===== src/rtl/i2c_pkg.sv =====
// Shared encodings for the I2C read sequencer: master command codes and sequencer states.
package i2c_pkg;

  typedef enum logic [2:0] {
    OP_START     = 3'd0,
    OP_RSTART    = 3'd1,
    OP_WRITE     = 3'd2,
    OP_READ_ACK  = 3'd3,
    OP_READ_NACK = 3'd4,
    OP_STOP      = 3'd5
  } cmd_op_t;

  typedef enum logic [3:0] {
    ST_IDLE     = 4'd0,
    ST_START    = 4'd1,
    ST_ADDR_W   = 4'd2,
    ST_REG_ADDR = 4'd3,
    ST_RSTART   = 4'd4,
    ST_ADDR_R   = 4'd5,
    ST_READ     = 4'd6,
    ST_STOP     = 4'd7,
    ST_ERR_STOP = 4'd8
  } seq_state_t;

  // Address byte on the bus: 7-bit device address followed by the R/W bit.
  function automatic logic [7:0] addr_byte(input logic [6:0] dev, input logic rd);
    return {dev, rd};
  endfunction

endpackage


===== src/rtl/poll_timer.sv =====
// Free-running poll interval timer: counts clk cycles while the sequencer is idle and
// polling is enabled, pulsing expire on the last cycle of each interval.
module poll_timer #(
  parameter int POLL_CYCLES = 50_000_000
) (
  input  logic clk,
  input  logic reset,
  input  logic poll_en,
  input  logic idle,
  input  logic restart,
  output logic expire
);

  localparam int CNT_W = (POLL_CYCLES > 1) ? $clog2(POLL_CYCLES) : 1;
  localparam logic [CNT_W-1:0] LAST = CNT_W'(POLL_CYCLES - 1);

  logic [CNT_W-1:0] cnt;

  assign expire = poll_en && idle && (cnt == LAST);

  // Interval counter: held at zero when polling is off, reloads on expiry or when the
  // sequencer leaves idle, otherwise advances only during idle cycles.
  always_ff @(posedge clk) begin
    if (reset || !poll_en || restart || expire) begin
      cnt <= '0;
    end else if (idle) begin
      cnt <= cnt + CNT_W'(1);
    end
  end

endmodule


===== src/rtl/i2c_read_sequencer.sv =====
// Register-read sequencer driving a byte-level I2C master: START, address+W, register
// address, repeated START, address+R, N reads, STOP, with retry on NACKed writes.
module i2c_read_sequencer
  import i2c_pkg::*;
#(
  parameter logic [6:0] DEV_ADDR       = 7'h68,
  parameter int         REG_ADDR_BYTES = 1,
  parameter int         READ_BYTES     = 2,
  parameter int         POLL_CYCLES    = 50_000_000,
  parameter int         MAX_RETRY      = 3
) (
  input  logic        clk,
  input  logic        reset,
  input  logic        go,
  input  logic        poll_en,
  input  logic [15:0] reg_addr,
  output logic        cmd_valid,
  input  logic        cmd_ready,
  output logic [2:0]  cmd_op,
  output logic [7:0]  cmd_data,
  input  logic        rsp_valid,
  input  logic        rsp_nack,
  input  logic [7:0]  rsp_data,
  output logic        byte_valid,
  output logic [7:0]  byte_data,
  output logic [3:0]  byte_idx,
  output logic        busy,
  output logic        done,
  output logic        error
);

  localparam logic [3:0] LAST_IDX = 4'(READ_BYTES - 1);
  localparam int RETRY_W = $clog2(MAX_RETRY + 1) + 1;
  localparam logic [RETRY_W-1:0] RETRY_LIMIT = RETRY_W'(MAX_RETRY);
  localparam bit TWO_ADDR = (REG_ADDR_BYTES == 2);

  seq_state_t         state, state_nxt;
  logic               waiting, waiting_nxt;   // command accepted, response still pending
  logic               reg_sel, reg_sel_nxt;   // register-address byte in flight (0 = first)
  logic [RETRY_W-1:0] retry_cnt, retry_nxt;
  logic [15:0]        addr_lat, addr_lat_nxt;
  logic [3:0]         idx_nxt;
  logic               poll_expire;
  logic               start;
  logic               handshake;
  logic               rsp_take;

  assign busy      = (state != ST_IDLE);
  assign cmd_valid = busy && !waiting;
  assign handshake = cmd_valid && cmd_ready;
  assign rsp_take  = waiting && rsp_valid;
  // go and a poll expiry in the same cycle collapse into a single start.
  assign start     = (state == ST_IDLE) && (go || poll_expire);

  poll_timer #(
    .POLL_CYCLES(POLL_CYCLES)
  ) u_poll_timer (
    .clk    (clk),
    .reset  (reset),
    .poll_en(poll_en),
    .idle   (state == ST_IDLE),
    .restart(start),
    .expire (poll_expire)
  );

  // Control state: FSM, handshake phase, retry count and read index; reset abandons any transaction.
  always_ff @(posedge clk) begin
    if (reset) begin
      state     <= ST_IDLE;
      waiting   <= 1'b0;
      reg_sel   <= 1'b0;
      retry_cnt <= '0;
      byte_idx  <= 4'd0;
    end else begin
      state     <= state_nxt;
      waiting   <= waiting_nxt;
      reg_sel   <= reg_sel_nxt;
      retry_cnt <= retry_nxt;
      byte_idx  <= idx_nxt;
    end
  end

  // Register address captured at transaction start; pure data, no reset needed.
  always_ff @(posedge clk) begin
    addr_lat <= addr_lat_nxt;
  end

  // Next-state and command/strobe decode; a state advances only on its own command's response.
  always_comb begin
    state_nxt    = state;
    waiting_nxt  = waiting;
    reg_sel_nxt  = reg_sel;
    retry_nxt    = retry_cnt;
    addr_lat_nxt = addr_lat;
    idx_nxt      = byte_idx;
    cmd_op       = OP_START;
    cmd_data     = 8'h00;
    byte_valid   = 1'b0;
    byte_data    = 8'h00;
    done         = 1'b0;
    error        = 1'b0;

    if (handshake) waiting_nxt = 1'b1;
    if (rsp_take)  waiting_nxt = 1'b0;

    case (state)
      ST_IDLE: begin
        if (start) begin
          addr_lat_nxt = reg_addr;
          idx_nxt      = 4'd0;
          reg_sel_nxt  = 1'b0;
          retry_nxt    = '0;
          state_nxt    = ST_START;
        end
      end
      ST_START: begin
        cmd_op = OP_START;
        if (rsp_take) state_nxt = ST_ADDR_W;
      end
      ST_ADDR_W: begin
        cmd_op   = OP_WRITE;
        cmd_data = addr_byte(DEV_ADDR, 1'b0);
        if (rsp_take) begin
          reg_sel_nxt = 1'b0;
          state_nxt   = rsp_nack ? ST_ERR_STOP : ST_REG_ADDR;
        end
      end
      ST_REG_ADDR: begin
        cmd_op   = OP_WRITE;
        cmd_data = (TWO_ADDR && !reg_sel) ? addr_lat[15:8] : addr_lat[7:0];
        if (rsp_take) begin
          if (rsp_nack)                  state_nxt   = ST_ERR_STOP;
          else if (TWO_ADDR && !reg_sel) reg_sel_nxt = 1'b1;
          else                           state_nxt   = ST_RSTART;
        end
      end
      ST_RSTART: begin
        cmd_op = OP_RSTART;
        if (rsp_take) state_nxt = ST_ADDR_R;
      end
      ST_ADDR_R: begin
        cmd_op   = OP_WRITE;
        cmd_data = addr_byte(DEV_ADDR, 1'b1);
        if (rsp_take) state_nxt = rsp_nack ? ST_ERR_STOP : ST_READ;
      end
      ST_READ: begin
        // The final byte is NACKed so the slave releases SDA before STOP.
        cmd_op = (byte_idx == LAST_IDX) ? OP_READ_NACK : OP_READ_ACK;
        if (rsp_take) begin
          byte_valid = 1'b1;
          byte_data  = rsp_data;
          idx_nxt    = byte_idx + 4'd1;
          if (byte_idx == LAST_IDX) state_nxt = ST_STOP;
        end
      end
      ST_STOP: begin
        cmd_op = OP_STOP;
        if (rsp_take) begin
          done      = 1'b1;
          retry_nxt = '0;
          state_nxt = ST_IDLE;
        end
      end
      ST_ERR_STOP: begin
        cmd_op = OP_STOP;
        if (rsp_take) begin
          if (retry_cnt < RETRY_LIMIT) begin
            retry_nxt = retry_cnt + RETRY_W'(1);
            state_nxt = ST_START;
          end else begin
            error     = 1'b1;
            retry_nxt = '0;
            state_nxt = ST_IDLE;
          end
        end
      end
      default: state_nxt = ST_IDLE;
    endcase
  end

endmodule


===== config.mk =====
export PLATFORM = sky130hd
export DESIGN_NAME = i2c_read_sequencer
export DESIGN_NICKNAME = d
export VERILOG_FILES = /design/src/rtl/i2c_pkg.sv /design/src/rtl/poll_timer.sv /design/src/rtl/i2c_read_sequencer.sv
export SDC_FILE = /design/constraint.sdc
export NUM_CORES = 1
export LEC_CHECK = 0
export ABC_AREA = 1
export BUFFER_PORTS_ARGS = -buffer_cell sky130_fd_sc_hd__buf_2
export CORE_MARGIN = 8
export CORE_UTILIZATION = 46
export DETAILED_ROUTE_END_ITERATION = 7
export PLACE_DENSITY = 0.69
export SKIP_CTS_REPAIR_TIMING = 1
export SYNTH_ARGS = -nofsm -noshare
export SYNTH_HDL_FRONTEND = slang
export SYNTH_HIERARCHICAL = 1
export SYNTH_SLANG_ARGS = --single-unit

===== constraint.sdc =====
create_clock -name clk -period 6 [get_ports clk]
set_clock_uncertainty 0.2 [all_clocks]
set_input_delay 0.3 -clock clk [delete_from_list [all_inputs] [get_ports clk]]
set_output_delay 0.3 -clock clk [all_outputs]
set_load 0.005 [all_outputs]

==> key figures <==
Status
  • Status: complete, no violations

Clock tree
  • Clock buffer depth: 2
  • Clock sink count: 46
  • H-tree lvl count: 2
  • Clock transition at path regs: roughly 0.09 ns
  • CTS root buf: clkbuf_8
  • Skew-Pair Late Insertion Delay: around 0.3 ns
  • CTS tree: built
  • CTS Buf Count: 5

Routing
  • Via density: approximately 5
  • DRC: 0
  • Iteration-0 DRC Markers: approximately 150
  • Post-DRT Antenna Nets: 0
  • Via count: about 2800
  • Drt wl/cell: 12.1 um
  • DR pass1 iterations: 4
  • Total Routed Length: just under 7 mm

Power
  • Max VDD drop: approximately 0.00035 V
  • Cell Pwr Density: 349 nW/um^2
  • Leak Pwr: approximately 1.4 nW
  • Final total power: roughly 1.2 mW

Worst setup path
  • Worst path required time: around 6 ns
  • Critical path peak fanout: 19
  • CP Data Arrival Time: between 2 and 3 ns
  • WS Path Type: reg -> reg
  • Worst Setup Start Kind: flop
  • CP endpoint kind: flop

STA
  • RSZ-0062 raised after global routing: false
  • Least-Margin Pin Slew: 0.463 ns
  • Slew margin rel.: 68.9%
  • Slew Viols, Final: 0
  • Setup TNS: 0 ns
  • FMAX: 343 MHz
  • Period utilization: slightly below 50%
  • Final WS setup: 3.09 ns
  • Min Tclk post-route: 2.91 ns
  • Setup-failing EPs final: 0
  • Final hold viol count: 0

Logic synthesis
  • Mapped Cells: roughly 430
  • Unique masters post-synth: 35
  • Sequential area share after synthesis: 34.6%
  • Synthesized Nets: roughly 460
  • Synthesized area: 2890 um^2
  • Syn_area_per_cell: 6.78 um^2
  • Synthesis Warnings: 6
  • #FFs+latches synth: 46

Global route
  • Vias in the first global route: about 2700
  • GRT Resource Usage Total: between 15 and 20%
  • Antenna violations before repair: 0
  • First-pass GRT wire length: roughly 12 mm
  • Largest net degree at the start of global routing: 20
  • GRT overflow: 0

Floorplanning
  • Die height: 95.3 um
  • Die Span X: approximately 95 um
  • Ports: roughly 60
  • Die ar.: 9080 um^2
  • Initial Util: 46.6%
  • Core footprint: just over 6000 um^2
  • Num rows: 29

Final layout
  • Number of nets in the layout: 523
  • Share of cells above drive strength 1: approximately 23%
  • Most frequent cells in the layout: nand2_1 (110), nor2_1 (66), buf_2 (50)
  • Post-Layout Inst Area: about 3400 um^2
  • # diodes: 0
  • Area Growth Syn to Fin: 17.3%
  • Commonest non-fill, non-tap cell in the layout: nand2_1

Placement
  • HPWL after DPL: about 5.3 mm
  • Placed cell areas: 3200 um^2
  • Pre-CTS WS: slightly above 3 ns
  • Routability Congestion: approximately 0.9
  • PortBufs: 50

Flow run
  • Max cap viols: 0

Min path
  • HP Class: in -> reg
-- where the power goes --
group          internal [mW]  switching, mW  leakage [nW]  total, mW
Clock                  0.125          0.109        0.0585      0.234
Sequential             0.363         0.0434         0.383      0.406
Combinational          0.190          0.352         0.988      0.542
Total                  0.677          0.505          1.43       1.18
-- cell families after synthesis --
kind of cell	synth area share, %
compound gates	7.27
xor+xnor	2.12
fa+ha+maj	1.73
buf+inv	8.36
flops	34.6
simple gates	45.9
-- flip-flops by register name, indices dropped and copies added (netlist names) --
| register | flops |
|---|---|
| addr_lat | 8 |
| state | 4 |
| byte_idx | 4 |
| waiting | 1 |
| retry_cnt | 3 |
| u_poll_timer/cnt | 26 |
-- synthesized netlist by cell type, drive strengths merged --
cell | instances | area (um^2)
o21bai | 1 | 7.51
clkinv | 1 | 3.75
dfxtp | 38 | 761
nor2 | 92 | 465
edfxtp | 8 | 240
nand4 | 9 | 56.3
nand3b | 1 | 7.51
buf | 3 | 38.8
nor3 | 12 | 60.1
or2 | 1 | 6.26
o21a | 1 | 7.51
nand2 | 123 | 509
nand3 | 38 | 215
o211ai | 2 | 20.0
xnor2 | 1 | 8.76
inv | 53 | 199
ha | 4 | 50.1
xor2 | 6 | 52.6
a21oi | 23 | 119
a31oi | 1 | 6.26
o21ai | 7 | 50.1
nor4 | 1 | 6.26
-- metal layers --
layer	up-vias	global-route usage, %	part of all wire (%)
li1	1481	-	-
met5	-	0	0
met1	1280	17.2	43
met2	56	28.7	49
met4	0	6.76	2.2
met3	12	3.23	6.5
-- path summary, 6_finish.rpt --
kind | startpoint | to | slack, ns | cells after the start
setup / recovery | state[3] | u_poll_timer/cnt[11] | 3.09 | 10
setup reg to reg | state[3] | u_poll_timer/cnt[11] | 3.09 | 10
hold reg to reg | u_poll_timer/cnt[1] | u_poll_timer/cnt[1] | 0.31 | 2
hold / removal | reset | state[0] | 0.07 | 2
-- stage by stage --
step           hold WS [ns]  std cells  utilization (%)
4_1_cts             -0.0533        558             53.4
5_1_grt              0.0576        566             54.6
6_report             0.0677        566             54.6
3_3_place_gp          0.267        550             51.5
3_5_place_dp          0.279        550             51.5
2_1_floorplan         0.169        426                -
-- final cells by class --
type / count / area [um^2]
flip-flops and latches: 46 / 1000
inverters: 54 / 203
repair buffers: 58 / 330
fillers: 592 / 2810
clock buffers: 5 / 68.8
multi-input cells: 323 / 1650
well taps: 77 / 96.3
clock inverters: 3 / 43.8
-- worst max-delay path, cell delays in order, from the launching register on --
cell and delay, ns:
dfxtp_1 0.41, nor2_4 0.29, nand2_4 0.12, inv_2 0.22
nand2_1 0.16, nor3_1 0.44, o21ai_4 0.14, inv_1 0.29
nor3_1 0.16, nand2_4 0.26, nor2_1 0.09
Power figures use the tool's default switching activity.
